<file path="config.mk">
export PLATFORM = sky130hd
export DESIGN_NAME = mem_resp_router
export DESIGN_NICKNAME = d
export VERILOG_FILES = /design/src/rtl/mem_resp_router.sv
export SDC_FILE = /design/constraint.sdc
export NUM_CORES = 1
export LEC_CHECK = 0
export BUFFER_PORTS_ARGS = -buffer_cell sky130_fd_sc_hd__buf_2
export CORE_MARGIN = 2
export CORE_UTILIZATION = 45
export CTS_CLUSTER_SIZE = 14
export DETAILED_ROUTE_END_ITERATION = 6
export HOLD_SLACK_MARGIN = 0.03
export PLACE_DENSITY = 0.67
export SLEW_MARGIN = 20
export SYNTH_ARGS = -nofsm -noshare
export SYNTH_HDL_FRONTEND = slang
export SYNTH_SLANG_ARGS = --single-unit
</file>
<file path="constraint.sdc">
create_clock -name clk -period 4.4 [get_ports clk]
set_input_delay 0.44 -clock clk [delete_from_list [all_inputs] [get_ports clk]]
set_output_delay 0.44 -clock clk [all_outputs]
set_load 0.005 [all_outputs]
</file>
<file path="src/rtl/mem_resp_router.sv">
// Response steering for the shared memory port: records the source ID of every
// accepted request in order and routes each returning response to that source.
module mem_resp_router #(
    parameter int WIDTH = 16,
    parameter int DEPTH = 4,
    parameter int PTR_W = 2
) (
    input  logic             clk,
    input  logic             rst,
    input  logic             req_valid,
    input  logic             req_src,
    output logic             req_ready,
    input  logic             resp_valid,
    input  logic [WIDTH-1:0] resp_data,
    output logic             out0_valid,
    output logic [WIDTH-1:0] out0_data,
    output logic             out1_valid,
    output logic [WIDTH-1:0] out1_data,
    output logic [PTR_W:0]   outstanding,
    output logic             err
);

    localparam logic [PTR_W:0] FULL_CNT = (PTR_W+1)'(DEPTH);

    logic [DEPTH-1:0] fifo_q, fifo_d;
    logic [PTR_W-1:0] wr_ptr_q, wr_ptr_d;
    logic [PTR_W-1:0] rd_ptr_q, rd_ptr_d;
    logic [PTR_W:0]   count_q, count_d;
    logic             out0_valid_q, out0_valid_d;
    logic             out1_valid_q, out1_valid_d;
    logic [WIDTH-1:0] out0_data_q, out0_data_d;
    logic [WIDTH-1:0] out1_data_q, out1_data_d;
    logic             err_q, err_d;

    logic push, pop, empty, pop_src;

    assign empty     = (count_q == '0);
    assign req_ready = (count_q != FULL_CNT);
    assign push      = req_valid & req_ready;
    // A response arriving while empty can never belong to a same-cycle request.
    assign pop       = resp_valid & ~empty;
    assign pop_src   = fifo_q[rd_ptr_q];

    always_comb begin
        fifo_d       = fifo_q;
        wr_ptr_d     = wr_ptr_q;
        rd_ptr_d     = rd_ptr_q;
        count_d      = count_q;
        out0_valid_d = 1'b0;
        out1_valid_d = 1'b0;
        out0_data_d  = out0_data_q;
        out1_data_d  = out1_data_q;
        err_d        = err_q | (resp_valid & empty);

        if (push) begin
            fifo_d[wr_ptr_q] = req_src;
            wr_ptr_d         = wr_ptr_q + 1'b1;
        end

        if (pop) begin
            rd_ptr_d = rd_ptr_q + 1'b1;
            if (pop_src) begin
                out1_valid_d = 1'b1;
                out1_data_d  = resp_data;
            end else begin
                out0_valid_d = 1'b1;
                out0_data_d  = resp_data;
            end
        end

        case ({push, pop})
            2'b10:   count_d = count_q + 1'b1;
            2'b01:   count_d = count_q - 1'b1;
            default: count_d = count_q;
        endcase
    end

    always_ff @(posedge clk) begin
        if (rst) begin
            wr_ptr_q     <= '0;
            rd_ptr_q     <= '0;
            count_q      <= '0;
            out0_valid_q <= 1'b0;
            out1_valid_q <= 1'b0;
            out0_data_q  <= '0;
            out1_data_q  <= '0;
            err_q        <= 1'b0;
        end else begin
            wr_ptr_q     <= wr_ptr_d;
            rd_ptr_q     <= rd_ptr_d;
            count_q      <= count_d;
            out0_valid_q <= out0_valid_d;
            out1_valid_q <= out1_valid_d;
            out0_data_q  <= out0_data_d;
            out1_data_q  <= out1_data_d;
            err_q        <= err_d;
        end
    end

    // ID storage needs no reset: entries are only read behind a valid count.
    always_ff @(posedge clk) begin
        fifo_q <= fifo_d;
    end

    assign out0_valid  = out0_valid_q;
    assign out0_data   = out0_data_q;
    assign out1_valid  = out1_valid_q;
    assign out1_data   = out1_data_q;
    assign outstanding = count_q;
    assign err         = err_q;

endmodule

</file>
* After elaboration in Yosys (flattened, before gate mapping)
Cells that the tools add are included.
Storage, ports and cells: register bits 46, input bits 21, logic and storage cells 40
Cells by class: add/sub/neg operators 4, order comparisons 3, eq/ne operators 3, muxes and demuxes 8, bitwise logic cells 7, reduce and logical (&&, ||, !) cells 6
Operators with widths (count):
- $lt 2x3->1 const B | 2
- $pmux 3 s2 | 1
- $add 2x1->2 const B | 2
- $bwmux 4 | 1
- $mux 1 | 4
- $reduce_and 2->1 | 2
- $add 3x1->3 const B | 1
- $and 1x1->1 | 3
- $logic_not 3->1 | 1
- $ne 3x3->1 const B | 1
- $not 1->1 | 3
- $sub 3x1->3 const B | 1
- $bmux 1 s2 | 1
- $demux 1 s2 | 1
- $eq 2x1->1 const B | 1
- $eq 2x2->1 const B | 1
- $ge 2x1->1 const B | 1
- $reduce_bool 2->1 | 1
- $reduce_or 2->1 | 1
- $logic_and 1x1->1 | 1
- $or 1x1->1 | 1

* Depth between registers and ports, before layout
Gate-level depths: netlist of run 1.
word-level depth 5, depth in mapped cells 9

* Worst setup path after synthesis of run 1
No wires, ideal clock.
path type register to register, from register count_q[2], in the netlist outstanding[2], to register count_q[2], in the netlist outstanding[2], data arrival time 2.311 ns, data required time 4.329 ns, slack 2.018 ns, stages on the path, launching flop included 10, buffers on the path 1, clock period less this slack 2.382 ns, cells stage by stage dfxtp_1 or3b_2 clkbuf_1 nand2_1 ha_1 inv_1 fa_1 xor2_1 or3_1 a21oi_1
RTL lines:
- from (decl) | RTL line 28 | logic [PTR_W:0] count_q, count_d;
- from (signal assigned) | RTL line 91 | count_q <= count_d;
- $ne 3x3->1 * | RTL line 38 | assign req_ready = (count_q != FULL_CNT);
- named net req_ready | RTL line 12 | output logic req_ready,
- $and 1x1->1 * | RTL line 39 | assign push = req_valid & req_ready;
- $eq 2x1->1 / $eq 2x2->1 (equally long branches) | RTL line 71 | case ({push, pop})
- $pmux 3 s2 / $reduce_bool 2->1 (equally long branches)
The timed path passes the listed nets; every way through them passes the cells marked *. A chain may end at the register's enable or synchronous reset.

* Final worst setup path of run 1
from register count_q[1], in the netlist outstanding[1], to register count_q[2], in the netlist outstanding[2]
Between the ends: cells in the longest elaborated chain, start to end 5
RTL lines:
- $logic_not 3->1 * | RTL line 37 | assign empty = (count_q == '0);
- $not 1->1 * | RTL line 41 | assign pop = resp_valid & ~empty;
- $and 1x1->1 * | RTL line 41
- named net pop | RTL line 35 | logic push, pop, empty, pop_src;
- $eq 2x1->1 / $eq 2x2->1 (equally long branches) | RTL line 71
- $pmux 3 s2 / $reduce_bool 2->1 (equally long branches)
Marks and branches as above.

==> results of run 1 <==
==> final cells by class <==
class / count / share of cell area, %
inverters: 6 / 0.9346
well taps: 52 / 2.700
multi-input cells: 138 / 39.77
clock buffers: 7 / 4.465
repair buffers: 59 / 12.25
flip-flops and latches: 46 / 39.88
==> Yosys cell counts, types with 3 or more instances <==
master / instances / area (µm²)
edfxtp_1: 4 / 120.1
xor2_1: 3 / 26.28
a21oi_1: 5 / 25.02
dfxtp_1: 42 / 840.8
clkbuf_1: 9 / 33.78
o21ai_0: 33 / 165.2
nor2_1: 6 / 22.52
inv_1: 6 / 22.52
and3_1: 4 / 25.02
nor2b_1: 16 / 100.1
nand2b_1: 32 / 200.2
mux2i_1: 16 / 160.2
ha_1: 5 / 62.56
==> state kept, by name (all words and copies together) (netlist names) <==
| register | flops |
|---|---|
| outstanding | 3 |
| fifo_q | 4 |
| rd_ptr_q | 2 |
| err | 1 |
| wr_ptr_q | 2 |
| out0_valid | 1 |
| out1_valid | 1 |
| out0_data | 16 |
| out1_data | 16 |
==> kinds of logic after synthesis <==
logic type,after synthesis
AOI/OAI and AO/OA,42
xor gates and xnor gates,4
adders and majority gates,6
and+or+nand+nor,69
DFF,46
muxes,17
buffers and inverters,19
==> metrics by stage <==
| step | hold WS [ps] | power [mW] | cells | util [%] | setup WS [ps] |
|---|---|---|---|---|---|
| final | 369.7 | 1.209 | 308 | 55.73 | 1898 |
| after floorplan | 460.4 | 0.8207 | 203 | - | 2018 |
| after detailed placement | 463.2 | 0.9340 | 301 | 53.24 | 1924 |
| after global placement | 459.0 | 0.9254 | 301 | 53.24 | 2011 |
| after global routing | 370.3 | 1.292 | 308 | 55.73 | 1715 |
| after CTS | 355.1 | 1.225 | 308 | 55.73 | 1892 |
==> layer usage <==
layer | up-vias | part of all wire (%) | wire length, µm
li1 | 786 | - | -
met1 | 694 | 46 | 1807
met2 | 41 | 46 | 1801
met3 | 5 | 5.5 | 215
met4 | 0 | 1.9 | 74
met5 | - | 0 | 0
==> report_power, final <==
part	internal [mW]	switching, mW
Combinational	0.166	0.197
Clock	0.159	0.132
Sequential	0.498	0.0565
==> how the worst min path moves through the flow <==
stage / end / cells past startpoint / from / slack, ps
after floorplan: err / 2 / err / 460
after global placement: out1_data[7] / 2 / out1_data[7] / 460
after detailed placement: out1_data[12] / 2 / out1_data[12] / 460
after CTS: fifo_q[0] / 1 / req_src / 360
after global routing: fifo_q[2] / 1 / req_src / 370
final: fifo_q[0] / 1 / req_src / 370
==> impl_metrics.ini, run 1 <==
[clocking]
tritoncts = built
clk_pin_slew_ps = 80
cts_resized = 0
clock_latency_ps = 290
cts_root_buf = clkbuf_8
cts_buffers = 5
cts_buffer_depth = 2
clock_sinks = 46
post_cts_buffers = 0
htreeDepth = 2
cts_hold_buf = 0

[global_routing]
grt_max_degree = 59
grt.overflow.total = 0
grt_pass1_vias = 1483
use_met2_pct = 26.48
grt_util_met3_pct = 3.561
grt_use_total_pct = 16.33
grt_pass1_wl_um = 6513
busiest_layer = met2
antenna_found_initial = 0
grt_use_met1_pct = 20.58

[power]
static-leakage-power_nw = 1.090
peakVddDrop_v = 0.0002418
power.density_mw_per_mm2 = 501.5

[floorplanning]
io_pins = 60
fp.dieH_um = 70.78
start_util_pct = 46.41
die_x_um = 70.78
rows = 24
die_area_mm2 = 0.005010
core_area_mm2 = 0.004324

[setup_path]
timing.rr.end = outstanding[2]
crit_path_start_kind = flip-flop
path_class = flip-flop to flip-flop
worst-path-buf-inv = 2
cp_top_family = compound AO/OA/AOI/OAI gates
critPathLaunch = outstanding[1]
r2r_slack_ps = 1900
cp_common_cell = inv_1
cpPeakStageDelay_ps = 660
endpoint = outstanding[2]
required_ps = 4620
cp_data_arrival_time_ps = 2720
path_cells = o31ai_4 -> inv_1 -> ha_1 -> inv_1 -> fa_1 -> xor2_1 -> or3_1 -> a21oi_1
worst-path-max-fanout = 19
critPathCaptureType = flip-flop
slowest_stage = o31ai_4
r2r_start = outstanding[1]
rr_worst_depth = 8
cp.depth = 8

[sta]
rsz0062_at_grt = no
tns_ps = 0
fmax_mhz = 399.7
slew_headroom_pct = 43.86
period_minus_slack_ps = 2502
hold_viol = 0
finClkSkew_ps = 7.415
slew_viol_final = 0
worstMarginPinSlew_ps = 842.1
finalSetupViolCount = 0
finalCritPeriodShare_pct = 56.86

[worst_hold_path]
min_path_type = primary input to flip-flop

[logic_synthesis]
synth-simple-area-share_pct = 21.07
synth_edf_count = 4
synth_top_family_by_area = simple AND/OR/NAND/NOR gates
synth_compound_area_share_pct = 11.72
ys_seq_area_share_pct = 47.88
syn_area_per_cell_um2 = 9.886
synthFlopType = dfxtp_1
synthCells = 203
synth_fa_ha_area_share_pct = 4.115
synth.mux.area_fraction_pct = 9.102
synth.distinct_cells = 31
synthArstFlopShare_pct = 0
syn-num-nets = 230
yosysWarnings = 0
synth_area_mm2 = 0.002007
synth-xor-area-share_pct = 1.746
synth-seq-cells = 46

[final_layout]
stdcell_area_mm2 = 0.002410
fillers = 405
seq_area_um2 = 960.9
final_common_cell = buf_2
final_cell_mix = buf_2 (59), dfxtp_1 (42), o21ai_0 (33)
synthToLayoutAreaGrowth_pct = 20.07
drive_gt1_share_pct = 28.13
nets = 283
diodes = 0
multi_input_area_um2 = 958.4

[detailed_routing]
vias = 1526
first_iter_violations = 88
via_per_inst = 4.955
ant_nets = 0
dr.pass1.iters = 6
remaining_drc_errors = 0
drt_wl_total_um = 3898
wl_per_cell_um = 12.66

[outcome]
status = finished clean

[placement]
gp_congestion = 0.6896
io_buffers = 59
hpwl_um = 2665
post_dp_cell_area_mm2 = 0.002302

[run]
max-cap-violations = 0
Note: power is estimated with default switching activity, not from simulation.
==> inputs of run 2 (changes only) <==
- PLACE_DENSITY: 0.67 -> 0.7
- clock period: 4.4 -> 2.22 ns (I/O delays scaled with it)
==> run 2 against run 1 <==
- maximum frequency rose by 18%
- hold slack got worse by 230 ps
- via count barely moved
- clock skew rose by 3.9 ps
- highest routed layer unchanged
- non-clock buffer count rose by 4
- largest cell class unchanged
- critical endpoint unchanged
- die area did not move
- register-to-register slack got worse by 1800 ps
- utilization rose by 0.58 points
- routed wire length fell by 3.1%
- first-iteration DRC count fell by 27%
- global-route usage fell by 0.50 points
==> impl_metrics.ini, run 2 (same netlist as run 1, synthesis figures left out) <==
[outcome]
status = finished clean

[floorplanning]
start_util_pct = 46.41
die_area_mm2 = 0.005010
rows = 24
fp.dieH_um = 70.78
core_area_mm2 = 0.004324
io_pins = 60
die_x_um = 70.78

[sta]
finClkSkew_ps = 11.28
finalCritPeriodShare_pct = 95.25
period_minus_slack_ps = 2114
rsz0062_at_grt = no
hold_ws_ps = 143.0
hold_viol = 0
slew_viol_final = 0
slew_headroom_pct = 49.08
fmax_mhz = 472.9
worstMarginPinSlew_ps = 763.7
finalSetupViolCount = 0
tns_ps = 0

[detailed_routing]
drt_wl_total_um = 3777
via_per_inst = 4.879
first_iter_violations = 64
wl_per_cell_um = 12.07
dr.pass1.iters = 4
remaining_drc_errors = 0
ant_nets = 0
vias = 1527

[placement]
hpwl_um = 2578
io_buffers = 59
gp_congestion = 0.7167

[setup_path]
timing.rr.end = outstanding[2]
critPathCaptureType = flip-flop
r2r_slack_ps = 110
cp.depth = 8
slowest_stage = or3b_4
critPathLaunch = outstanding[1]
required_ps = 2440
path_class = flip-flop to flip-flop
worst-path-max-fanout = 7
crit_path_start_kind = flip-flop
endpoint = outstanding[2]
worst-path-buf-inv = 1
path_cells = or3b_4 -> nand2_1 -> ha_2 -> inv_1 -> fa_1 -> xor2_1 -> or3_1 -> a21oi_1
r2r_start = outstanding[1]
rr_worst_depth = 8
cp_top_family = simple AND/OR/NAND/NOR gates
cp_data_arrival_time_ps = 2330
cpPeakStageDelay_ps = 400

[global_routing]
antenna_found_initial = 0
grt_max_degree = 55
grt_use_total_pct = 15.83
grt.overflow.total = 0
grt_pass1_wl_um = 6354
grt_pass1_vias = 1402

[clocking]
htreeDepth = 2
clock_latency_ps = 300
post_cts_buffers = 0
tritoncts = built
cts_resized = 0
cts_buffer_depth = 2
cts_hold_buf = 0
clk_pin_slew_ps = 80
cts_buffers = 5
cts_root_buf = clkbuf_8
clock_sinks = 46

[power]
power.density_mw_per_mm2 = 980.1
static-leakage-power_nw = 1.103
peakVddDrop_v = 0.0005552

[final_layout]
fillers = 417
final_common_cell = buf_2
final_cell_mix = buf_2 (59), dfxtp_1 (39), o21ai_0 (33)
drive_gt1_share_pct = 30.65
final_util_pct = 56.31
diodes = 0
nets = 287
synthToLayoutAreaGrowth_pct = 21.32
multi_input_area_um2 = 963.4
seq_area_um2 = 967.2

[run]
max-cap-violations = 0

[worst_hold_path]
min_path_type = primary input to flip-flop
run 2: cell count changes in the layout (fill, tap and decap cells not counted):
cell | previous run | this run
clkinv_2 | 0 | 1
or3b_4 | 0 | 1
dfxtp_4 | 0 | 1
dfxtp_2 | 0 | 2
buf_4 | 0 | 4
dfxtp_1 | 42 | 39
ha_1 | 5 | 4
ha_2 | 0 | 1
clkbuf_1 | 0 | 1
or3b_2 | 1 | 0
clkbuf_16 | 1 | 0
run 2: area by class of cell:
cell class / instances / area share (%)
clock buffers: 7 / 3.546
clock inverters: 1 / 0.2055
inverters: 6 / 0.9250
multi-input cells: 138 / 39.57
flip-flops and latches: 46 / 39.72
well taps: 52 / 2.672
repair buffers: 63 / 13.36
run 2: metal layers:
layer | up-vias | share of wire [%] | track usage, % | wire length [µm]
met4 | 0 | 1.6 | 6.918 | 62
met2 | 42 | 45 | 24.51 | 1707
met3 | 6 | 6.1 | 3.561 | 232
met5 | - | 0 | 0 | 0
met1 | 684 | 47 | 21.29 | 1774
li1 | 795 | - | - | -
run 2: power breakdown:
group | switching, mW | leakage, nW | internal, mW | total (mW)
clock | 0.268 | 0.0482 | 0.251 | 0.519
sequential | 0.111 | 0.380 | 0.995 | 1.11
combinational | 0.398 | 0.676 | 0.363 | 0.761
total | 0.777 | 1.10 | 1.61 | 2.39
run 2: per-stage QoR:
step                setup slack (ps)  area, µm²  power, mW  std cells
floorplan                      41.25       2028      1.651        203
global placement               154.1       2344      1.882        305
detailed placement             135.7       2344      1.895        305
CTS                            94.59       2435      2.417        313
global route                   9.701       2435      2.558        313
finish                         105.5       2435      2.386        313
run 2: worst min path at each step:
stage,slack (ps),endpoint,cells past startpoint,startpoint
2_1_floorplan,320,fifo_q[0],0,req_src
3_3_place_gp,440,fifo_q[3],1,req_src
3_5_place_dp,440,fifo_q[1],1,req_src
4_1_cts,140,fifo_q[1],1,req_src
5_1_grt,150,fifo_q[1],1,req_src
6_report,140,fifo_q[1],1,req_src
run 2: worst register-to-register path, stage by stage, from the launching register on:
cell	delay [ps]
dfxtp_2	370
or3b_4	400
nand2_1	80
ha_2	180
inv_1	50
fa_1	360
xor2_1	150
or3_1	300
a21oi_1	130
